**src/rtl/put_stream_ctrl.sv**
```systemverilog
// -----------------------------------------------------------------------------
// put_stream_ctrl
//
// Accepts a stream of data words from a core and writes them into one or more
// downstream FIFOs. Accepted words pass through a 2-entry in-order skid buffer,
// so READY is a pure register. READY does not depend combinationally on FULL or
// ENABLE.
//
// Routing modes:
//   mode_q = 0 : broadcast. The head word goes to every channel at once.
//   mode_q = 1 : round-robin. The head word goes to channel rr_ptr only.
//
// A routing-mode change is sampled only while the buffer is empty and idle.
// Words that are already buffered therefore keep the mode they arrived under.
//
// Ports
//   i_clk            rising-edge clock
//   i_rst_n          asynchronous active-low reset
//   i_enable         core presents a valid word on i_data_in
//   i_data_in        data word from the core
//   o_ready          controller accepts a word this cycle (registered)
//   i_mode           0 = broadcast, 1 = round-robin
//   i_full           per-channel FIFO full flags
//   o_fifo_write_en  per-channel one-cycle write strobe (registered)
//   o_fifo_data      shared write data bus (registered)
//   o_wr_count       saturating count of issued words (registered)
// -----------------------------------------------------------------------------
module put_stream_ctrl #(
  parameter int DATA_W = 16,
  parameter int NUM_CH = 2
) (
  input  logic              i_clk,
  input  logic              i_rst_n,
  input  logic              i_enable,
  input  logic [DATA_W-1:0] i_data_in,
  output logic              o_ready,
  input  logic              i_mode,
  input  logic [NUM_CH-1:0] i_full,
  output logic [NUM_CH-1:0] o_fifo_write_en,
  output logic [DATA_W-1:0] o_fifo_data,
  output logic [15:0]       o_wr_count
);

  localparam int PTR_W = (NUM_CH > 1) ? $clog2(NUM_CH) : 1;

  logic [DATA_W-1:0] r_buf0;      // head entry
  logic [DATA_W-1:0] r_buf1;      // second entry
  logic [1:0]        r_occ;
  logic              r_ready;
  logic              r_mode_q;
  logic [PTR_W-1:0]  r_rr_ptr;
  logic [NUM_CH-1:0] r_wr_en;
  logic [DATA_W-1:0] r_fifo_data;
  logic [15:0]       r_wr_count;

  logic [NUM_CH-1:0] w_target;
  logic              w_issue;
  logic              w_accept;
  logic              w_mode_load;
  logic [DATA_W-1:0] w_buf0_nxt;
  logic [DATA_W-1:0] w_buf1_nxt;
  logic [1:0]        w_occ_nxt;

  // Round-robin targets exactly one channel. Broadcast targets all channels.
  always_comb begin
    w_target = '1;
    if (r_mode_q) w_target = NUM_CH'(1) << r_rr_ptr;
  end

  // Every targeted channel must have room. A full target stalls the issue; the
  // word is never redirected to another channel.
  assign w_issue     = (r_occ != 2'd0) && ((i_full & w_target) == '0);
  assign w_accept    = i_enable && r_ready;
  assign w_mode_load = (r_occ == 2'd0) && !w_accept;

  // Buffer update. The issue is applied first and the accept second. A word
  // accepted in the same cycle as an issue lands in the slot freed by the shift.
  // NOTE: every variable assigned in this block gets a default first, so no latch is inferred.
  always_comb begin
    w_buf0_nxt = r_buf0;
    w_buf1_nxt = r_buf1;
    w_occ_nxt  = r_occ;
    if (w_issue) begin
      w_buf0_nxt = r_buf1;
      w_occ_nxt  = r_occ - 2'd1;
    end
    if (w_accept) begin
      if (w_occ_nxt == 2'd0) w_buf0_nxt = i_data_in;
      else                   w_buf1_nxt = i_data_in;
      w_occ_nxt = w_occ_nxt + 2'd1;
    end
  end

  // NOTE: state uses non-blocking assignments, so every register samples the pre-edge values.
  always_ff @(posedge i_clk or negedge i_rst_n) begin
    if (!i_rst_n) begin
      // NOTE: the buffer entries are reset as well. A reset drops buffered words, and nothing
      // stale can reach the FIFO data bus.
      r_buf0      <= '0;
      r_buf1      <= '0;
      r_occ       <= 2'd0;
      r_ready     <= 1'b0;
      r_mode_q    <= 1'b0;
      r_rr_ptr    <= '0;
      r_wr_en     <= '0;
      r_fifo_data <= '0;
      r_wr_count  <= 16'd0;
    end else begin
      r_buf0  <= w_buf0_nxt;
      r_buf1  <= w_buf1_nxt;
      r_occ   <= w_occ_nxt;
      r_ready <= (w_occ_nxt < 2'd2);

      // The mode load and the issue are mutually exclusive: one needs an empty
      // buffer, the other a non-empty one.
      if (w_mode_load) begin
        r_mode_q <= i_mode;
        if (i_mode != r_mode_q) r_rr_ptr <= '0;
      end else if (w_issue && r_mode_q) begin
        if (r_rr_ptr == PTR_W'(NUM_CH - 1)) r_rr_ptr <= '0;
        else                                r_rr_ptr <= r_rr_ptr + PTR_W'(1);
      end

      if (w_issue) begin
        r_wr_en     <= w_target;
        r_fifo_data <= r_buf0;
        if (r_wr_count != 16'hFFFF) r_wr_count <= r_wr_count + 16'd1;
      end else begin
        r_wr_en <= '0;
      end
    end
  end

  assign o_ready         = r_ready;
  assign o_fifo_write_en = r_wr_en;
  assign o_fifo_data     = r_fifo_data;
  assign o_wr_count      = r_wr_count;

endmodule

```
**config.mk**
```make
export PLATFORM = sky130hd
export DESIGN_NAME = put_stream_ctrl
export DESIGN_NICKNAME = d
export VERILOG_FILES = /design/src/rtl/put_stream_ctrl.sv
export SDC_FILE = /design/constraint.sdc
export NUM_CORES = 1
export LEC_CHECK = 0
export CORE_MARGIN = 2
export CORE_UTILIZATION = 38
export DETAILED_ROUTE_END_ITERATION = 12
export PLACE_DENSITY_LB_ADDON = 0.08
export SYNTH_ARGS = -nofsm -noshare
export SYNTH_HDL_FRONTEND = slang
export SYNTH_SLANG_ARGS = --single-unit
```
**constraint.sdc**
```tcl
create_clock -name i_clk -period 3.1 [get_ports i_clk]
set_clock_uncertainty 0.2 [all_clocks]
set_input_delay 0.62 -clock i_clk [delete_from_list [all_inputs] [get_ports i_clk]]
set_output_delay 0.62 -clock i_clk [all_outputs]
set_load 0.02 [all_outputs]
```
==> metrics.yaml, run 1 <==
logic_synthesis:
  syn_nets: 329
  synth_cell_types: 33
  synth_compound_area_share_pct: 6.30
  synth_edf_count: 0
  ys.flop_type: "dfrtp_1"
  synth-xor-area-share_pct: 4.19
  ys_warn_count: 0
  synth_mux_area_share_pct: 9.13
  synth_seq_cells: 71
  synthSimpleGateAreaFrac_pct: 19.1
  yosysSeqAreaShare_pct: 56.6
  synthAdderAreaFrac_pct: 1.20
  postSynthAreaPerCell_um2: 10.3
  async_flop_share_pct: 100
  syn-cell-area_mm2: 0.00314
  synth_top_family_by_area: "simple AND/OR/NAND/NOR gates"
  syn_inst: 304
routing:
  wl_per_cell_um: 13.7
  final_antenna_net_count: 0
  route.detailed.drc: 0
  vias: 2340
  via_per_inst: 4.96
  drt-pass1-iter-count: 4
  drt-total-wl_um: 6480
  drtIter0Drc: 103
critical_path:
  start_kind: "input port"
  crit_path_end_kind: "flip-flop"
  critPathRequiredTime_ns: 3.13
  crit_fanout: 16
  path_class: "in -> reg"
  arrival_ns: 2.92
global_routing:
  grt_usage_pct: 15.8
  grt_pass1_vias: 2263
  grt-ovfl-total: 0
  antenna_found_initial: 0
  grt_first_pass_wirelength_um: 11000
  grt_max_degree: 72
clock_network:
  cts.sinks: 71
  clk_pin_slew_ns: 0.08
  postCtsSetupRepairBufs: 0
  ctsHoldBuffers: 0
  cts_buffers: 9
  cts_resized: 0
  clockRootBuffer: "clkbuf_8"
  h-tree-depth: 3
  tritoncts: "yes"
  clk_path_buf_depth: 2
  clock_latency_ns: 0.34
floorplanning:
  die_x_um: 94.9
  die_y_um: 94.9
  coreArea_mm2: 0.00809
  die_area_mm2: 0.00900
  initial_core_util_pct: 38.8
  io_pins: 57
  rows: 33
sta:
  tightest_slew_ns: 0.902
  slew_headroom_pct: 39.8
  timing.final.crit_share_pct: 93.5
  finalSetupViolCount: 0
  report.final.hold_viol_count: 0
  fmax_mhz: 345
  finalCriticalPeriod_ns: 2.90
  fin_setup_tns_ns: 0
  whs_ns: 0.195
  rsz0062_at_grt: "no"
  final-max-slew-violation-count: 0
pwr:
  power_density_mw_per_mm2: 1000
  power.leakage_nw: 1.80
  peakVddDrop_mv: 0.568
layout:
  nFillCells: 800
  fin_nets: 387
  fin_util_pct: 49.9
  multi_input_area_mm2: 0.00127
  area_growth_pct: 28.6
  finalNonFillerCells: 472
  seqCellArea_mm2: 0.00178
  antenna_cells: 0
  finalInstanceArea_mm2: 0.00404
  drive_above_1_share_pct: 14.2
worst_hold_path:
  hold_path_class: "in -> async"
placement:
  port_buffers: 56
  dp.cells: 456
  placed_cell_area_mm2: 0.00382
  gp_congestion: 0.789
  place_hpwl_um: 4070
job:
  maxCapViolCount: 0
run_status:
  run_status: "finished clean"
[registers in the layout, indices dropped and copies added, names as in the netlist]
signal	cells
r_rr_ptr	1
o_wr_count	16
r_occ	2
o_fifo_write_en	2
o_ready	1
o_fifo_data	16
r_buf1	16
r_buf0	16
r_mode_q	1
[where the power goes]
part | leakage, nW | total, mW | internal, mW | switching, mW
sequential | 0.882 | 1.57 | 1.33 | 0.239
clock | 0.102 | 0.799 | 0.450 | 0.349
combinational | 0.816 | 1.68 | 0.798 | 0.878
[metal layers]
layer  wire, µm  track usage (%)
met2       2880             23.3
met4        155             8.70
met1       3180             22.0
met3        272             3.03
met5          0                0
[kinds of logic (layout without fill, tap and decap cells)]
| logic type | after synthesis | after routing |
|---|---|---|
| compound gates | 31 | 31 |
| xor+xnor | 15 | 15 |
| fa+ha+maj | 3 | 3 |
| buf+inv | 22 | 85 |
| flops | 71 | 71 |
| mux | 25 | 25 |
| simple gates | 137 | 137 |
[final cells by class]
cell class | instances | area share (%)
clock buffers | 10 | 3.16
clock inverters | 6 | 2.11
inverters | 7 | 0.651
multi-input cells | 211 | 31.6
flip-flops and latches | 71 | 44.0
well taps | 105 | 3.25
repair buffers | 62 | 15.3
[through the flow]
step	power (mW)	setup WS (ns)
floorplan	2.67	0.299
global placement	3.23	-0.193
detailed placement	3.27	-0.275
CTS	4.09	0.0850
global route	4.36	0.0966
finish	4.04	0.202
[layout by cell type (no fill, tap or decap), types with 3 or more instances in the layout]
master | synthesis | layout
nand2_1 | 90 | 90
clkbuf_8 | 0 | 9
inv_1 | 7 | 7
nor2_1 | 20 | 20
a21oi_1 | 3 | 3
xnor2_1 | 11 | 11
xor2_1 | 4 | 4
clkdlybuf4s50_1 | 0 | 55
mux2_2 | 21 | 21
dfrtp_1 | 71 | 71
nand3_1 | 3 | 3
o211ai_1 | 5 | 5
ha_1 | 3 | 3
buf_4 | 3 | 6
a31oi_1 | 18 | 17
and3_1 | 4 | 4
nand4_1 | 7 | 7
[worst paths after layout]
path	from	to	slack, ns	cells past startpoint
hold reg to reg	r_buf0[13]	o_fifo_data[13]	0.27	2
min in group i_clk	r_buf0[13]	o_fifo_data[13]	0.27	2
setup / recovery	i_full[0]	r_buf1[3]	0.20	7
setup reg to reg	r_occ[0]	r_buf1[3]	0.25	8
max in group asynchronous	i_rst_n	r_buf0[4]	1.91	1
hold / removal	i_rst_n	o_fifo_write_en[0]	0.20	1
[cell usage after synthesis (4+ instances only)]
cell	n	area share (%)
dfrtp_1	71	57
a31oi_1	18	3.6
nor2_1	20	2.4
mux2_2	21	7.5
o211ai_1	5	1.2
xor2_1	4	1.1
xnor2_1	11	3.1
nand2_1	90	11
buf_2	5	0.80
and3_1	4	0.80
nand4_1	7	1.4
inv_1	7	0.84
clkbuf_1	6	0.72
[worst max-delay path, cell delays in order]
cell and delay, ns:
clkdlybuf4s50_1 0.44, nor3_2 0.30, a31o_2 0.22, mux2_4 0.34, ha_1 0.19, or2_2 0.47, mux2_2 0.33
No activity file was read; power rests on OpenSTA's default activity.
==> run 2: changes to the inputs <==
--- a/config.mk
+++ b/config.mk
@@ -8,7 +8,7 @@
 export CORE_MARGIN = 2
 export CORE_UTILIZATION = 38
 export DETAILED_ROUTE_END_ITERATION = 12
-export PLACE_DENSITY_LB_ADDON = 0.08
+export PLACE_DENSITY = 0.66
 export SYNTH_ARGS = -nofsm -noshare
 export SYNTH_HDL_FRONTEND = slang
 export SYNTH_SLANG_ARGS = --single-unit
==> run 2 against run 1 <==
  * Non-clock buffer count up 2
  * Cell count up 0.42%
  * Flip-flop and latch count unchanged
  * Clock power down 17%
  * Core utilization down 0.19 points
==> metrics.yaml, run 2 (same netlist as run 1, synthesis figures left out) <==
pwr:
  p_clk_share_pct: 16.7  # -3.1 points
  power.leakage_nw: 1.80  # -0.14%
  power_density_mw_per_mm2: 981  # -2.1%
  seq_power_share_pct: 39.8  # +1.0 points
  power.switching_mw: 1.46  # -0.12%
  intPower_mw: 2.48  # -3.8%
  pwr-share-comb_pct: 43.4  # +2.0 points
  peakVddDrop_mv: 0.327  # -42%
  swShare_pct: 37.1  # +0.87 points
routing:
  drtIter0Drc: 101  # -1.9%
  final_antenna_net_count: 0  # unchanged
  drt-pass1-iter-count: 4  # unchanged
  route.detailed.drc: 0  # unchanged
  drt-total-wl_um: 6350  # -2.0%
  via_per_inst: 4.90  # -1.1%
  vias: 2324  # -0.68%
  wl_per_cell_um: 13.4  # -2.4%
sta:
  finalCriticalPeriod_ns: 2.93  # +0.0324 ns
  tightest_slew_ns: 0.901  # -0.00185 ns
  finalSetupViolCount: 0  # unchanged
  rsz0062_at_grt: "no"
  report.final.hold_viol_count: 0  # unchanged
  final-max-slew-violation-count: 0  # unchanged
  timing.final.crit_share_pct: 94.5  # +1.0 points
  whs_ns: 0.188  # -0.00675 ns
  fmax_mhz: 341  # -1.1%
  fin_setup_tns_ns: 0  # unchanged
  slew_headroom_pct: 40.0  # +0.12 points
layout:
  area_growth_pct: 28.2
  fin_util_pct: 49.7  # -0.19 points
  final_common_cell: "nand2_1"
  final_cell_mix: "90 x nand2_1, 71 x dfrtp_1, 55 x clkdlybuf4s50_1, 21 x mux2_2, 20 x nor2_1"
  drive_above_1_share_pct: 14.4  # +0.19 points
  fin_nets: 389  # +0.52%
  antenna_cells: 0  # unchanged
  nFillCells: 754  # -5.8%
placement:
  place_hpwl_um: 4200  # +3.2%
  port_buffers: 56  # unchanged
  gp_congestion: 0.784  # -0.60%
worst_hold_path:
  hold_path_class: "in -> async"
critical_path:
  start_kind: "input port"
  path_class: "in -> reg"
  r2r_slack_ns: 0.21  # -0.04 ns
  crit_path_end_kind: "flip-flop"
  arrival_ns: 2.95  # +0.03 ns
  r2r-start: "r_occ[0]"
  cp-startpoint: "i_full[0]"
  crit_fanout: 16  # unchanged
  critPathRequiredTime_ns: 3.12  # about the same
floorplanning:
  die_y_um: 94.9  # unchanged
  die_x_um: 94.9  # unchanged
  coreArea_mm2: 0.00809  # unchanged
  io_pins: 57  # unchanged
  die_area_mm2: 0.00900  # unchanged
  initial_core_util_pct: 38.8  # unchanged
  rows: 33  # unchanged
clock_network:
  h-tree-depth: 3  # unchanged
  clk_path_buf_depth: 2  # unchanged
  cts.sinks: 71  # unchanged
  cts_buffers: 9  # unchanged
  ctsHoldBuffers: 0  # unchanged
  clockRootBuffer: "clkbuf_8"
  clk_pin_slew_ns: 0.08  # about the same
  tritoncts: "yes"
  postCtsSetupRepairBufs: 0  # unchanged
  cts_resized: 0  # unchanged
  clock_latency_ns: 0.34  # about the same
global_routing:
  antenna_found_initial: 0  # unchanged
  grt_max_degree: 72  # unchanged
  grt_pass1_vias: 2301  # +1.7%
  grt-ovfl-total: 0  # unchanged
  grt_usage_pct: 15.2  # -0.62 points
  grt_first_pass_wirelength_um: 10800  # -2.0%
run_status:
  run_status: "finished clean"
job:
  maxCapViolCount: 0  # unchanged
-- run 2: final timing paths --
path	cells after the start	endpoint
max in group asynchronous	1	r_buf1[9]
setup reg to reg	8	r_buf1[15]
min in group i_clk	2	o_fifo_data[11]
setup / recovery	7	r_buf1[15]
hold reg to reg	2	o_fifo_data[11]
hold / removal	1	o_wr_count[0]
-- run 2: layout make-up --
class / instances / area [µm²] / area share (%)
tap: 105 / 131 / 3.27
sequential: 71 / 1780 / 44.2
clock inverter: 5 / 33.8 / 0.840
clock buffer: 11 / 141 / 3.52
timing repair buffer: 64 / 643 / 16.0
inverter: 7 / 26.3 / 0.653
multi-input combinational: 211 / 1270 / 31.5
-- run 2: power by group through the flow --
| stage | clock network [mW] | registers [mW] | logic (mW) |
|---|---|---|---|
| 2_1_floorplan | 0 | 1.72 | 0.952 |
| 3_3_place_gp | 0 | 1.58 | 1.69 |
| 3_5_place_dp | 0 | 1.59 | 1.73 |
| 4_1_cts | 0.676 | 1.57 | 1.74 |
| 5_1_grt | 0.709 | 1.63 | 1.92 |
| 6_report | 0.660 | 1.57 | 1.71 |
-- run 2: layer usage --
metal	wire length [µm]	global-route usage (%)	up-vias
met5	0	0	-
met2	2970	24.0	45
met4	131	7.13	0
met1	3010	20.6	1123
li1	-	-	1146
met3	236	2.39	10
-- run 2: metrics by stage --
| stage | cell area [µm²] | power (mW) | cells | setup slack (ns) |
|---|---|---|---|---|
| finish | 4020 | 3.95 | 474 | 0.170 |
| global route | 4020 | 4.25 | 474 | 0.0458 |
| CTS | 4020 | 3.99 | 474 | 0.157 |
| detailed placement | 3850 | 3.32 | 458 | -0.188 |
| global placement | 3850 | 3.27 | 458 | -0.150 |
| floorplan | 3140 | 2.67 | 304 | 0.299 |
-- run 2: worst max-delay path: stages --
cell	delay [ns]
clkdlybuf4s50_1	0.42
nor3_1	0.38
a31o_2	0.22
mux2_4	0.32
ha_1	0.19
or2_2	0.46
mux2_2	0.32
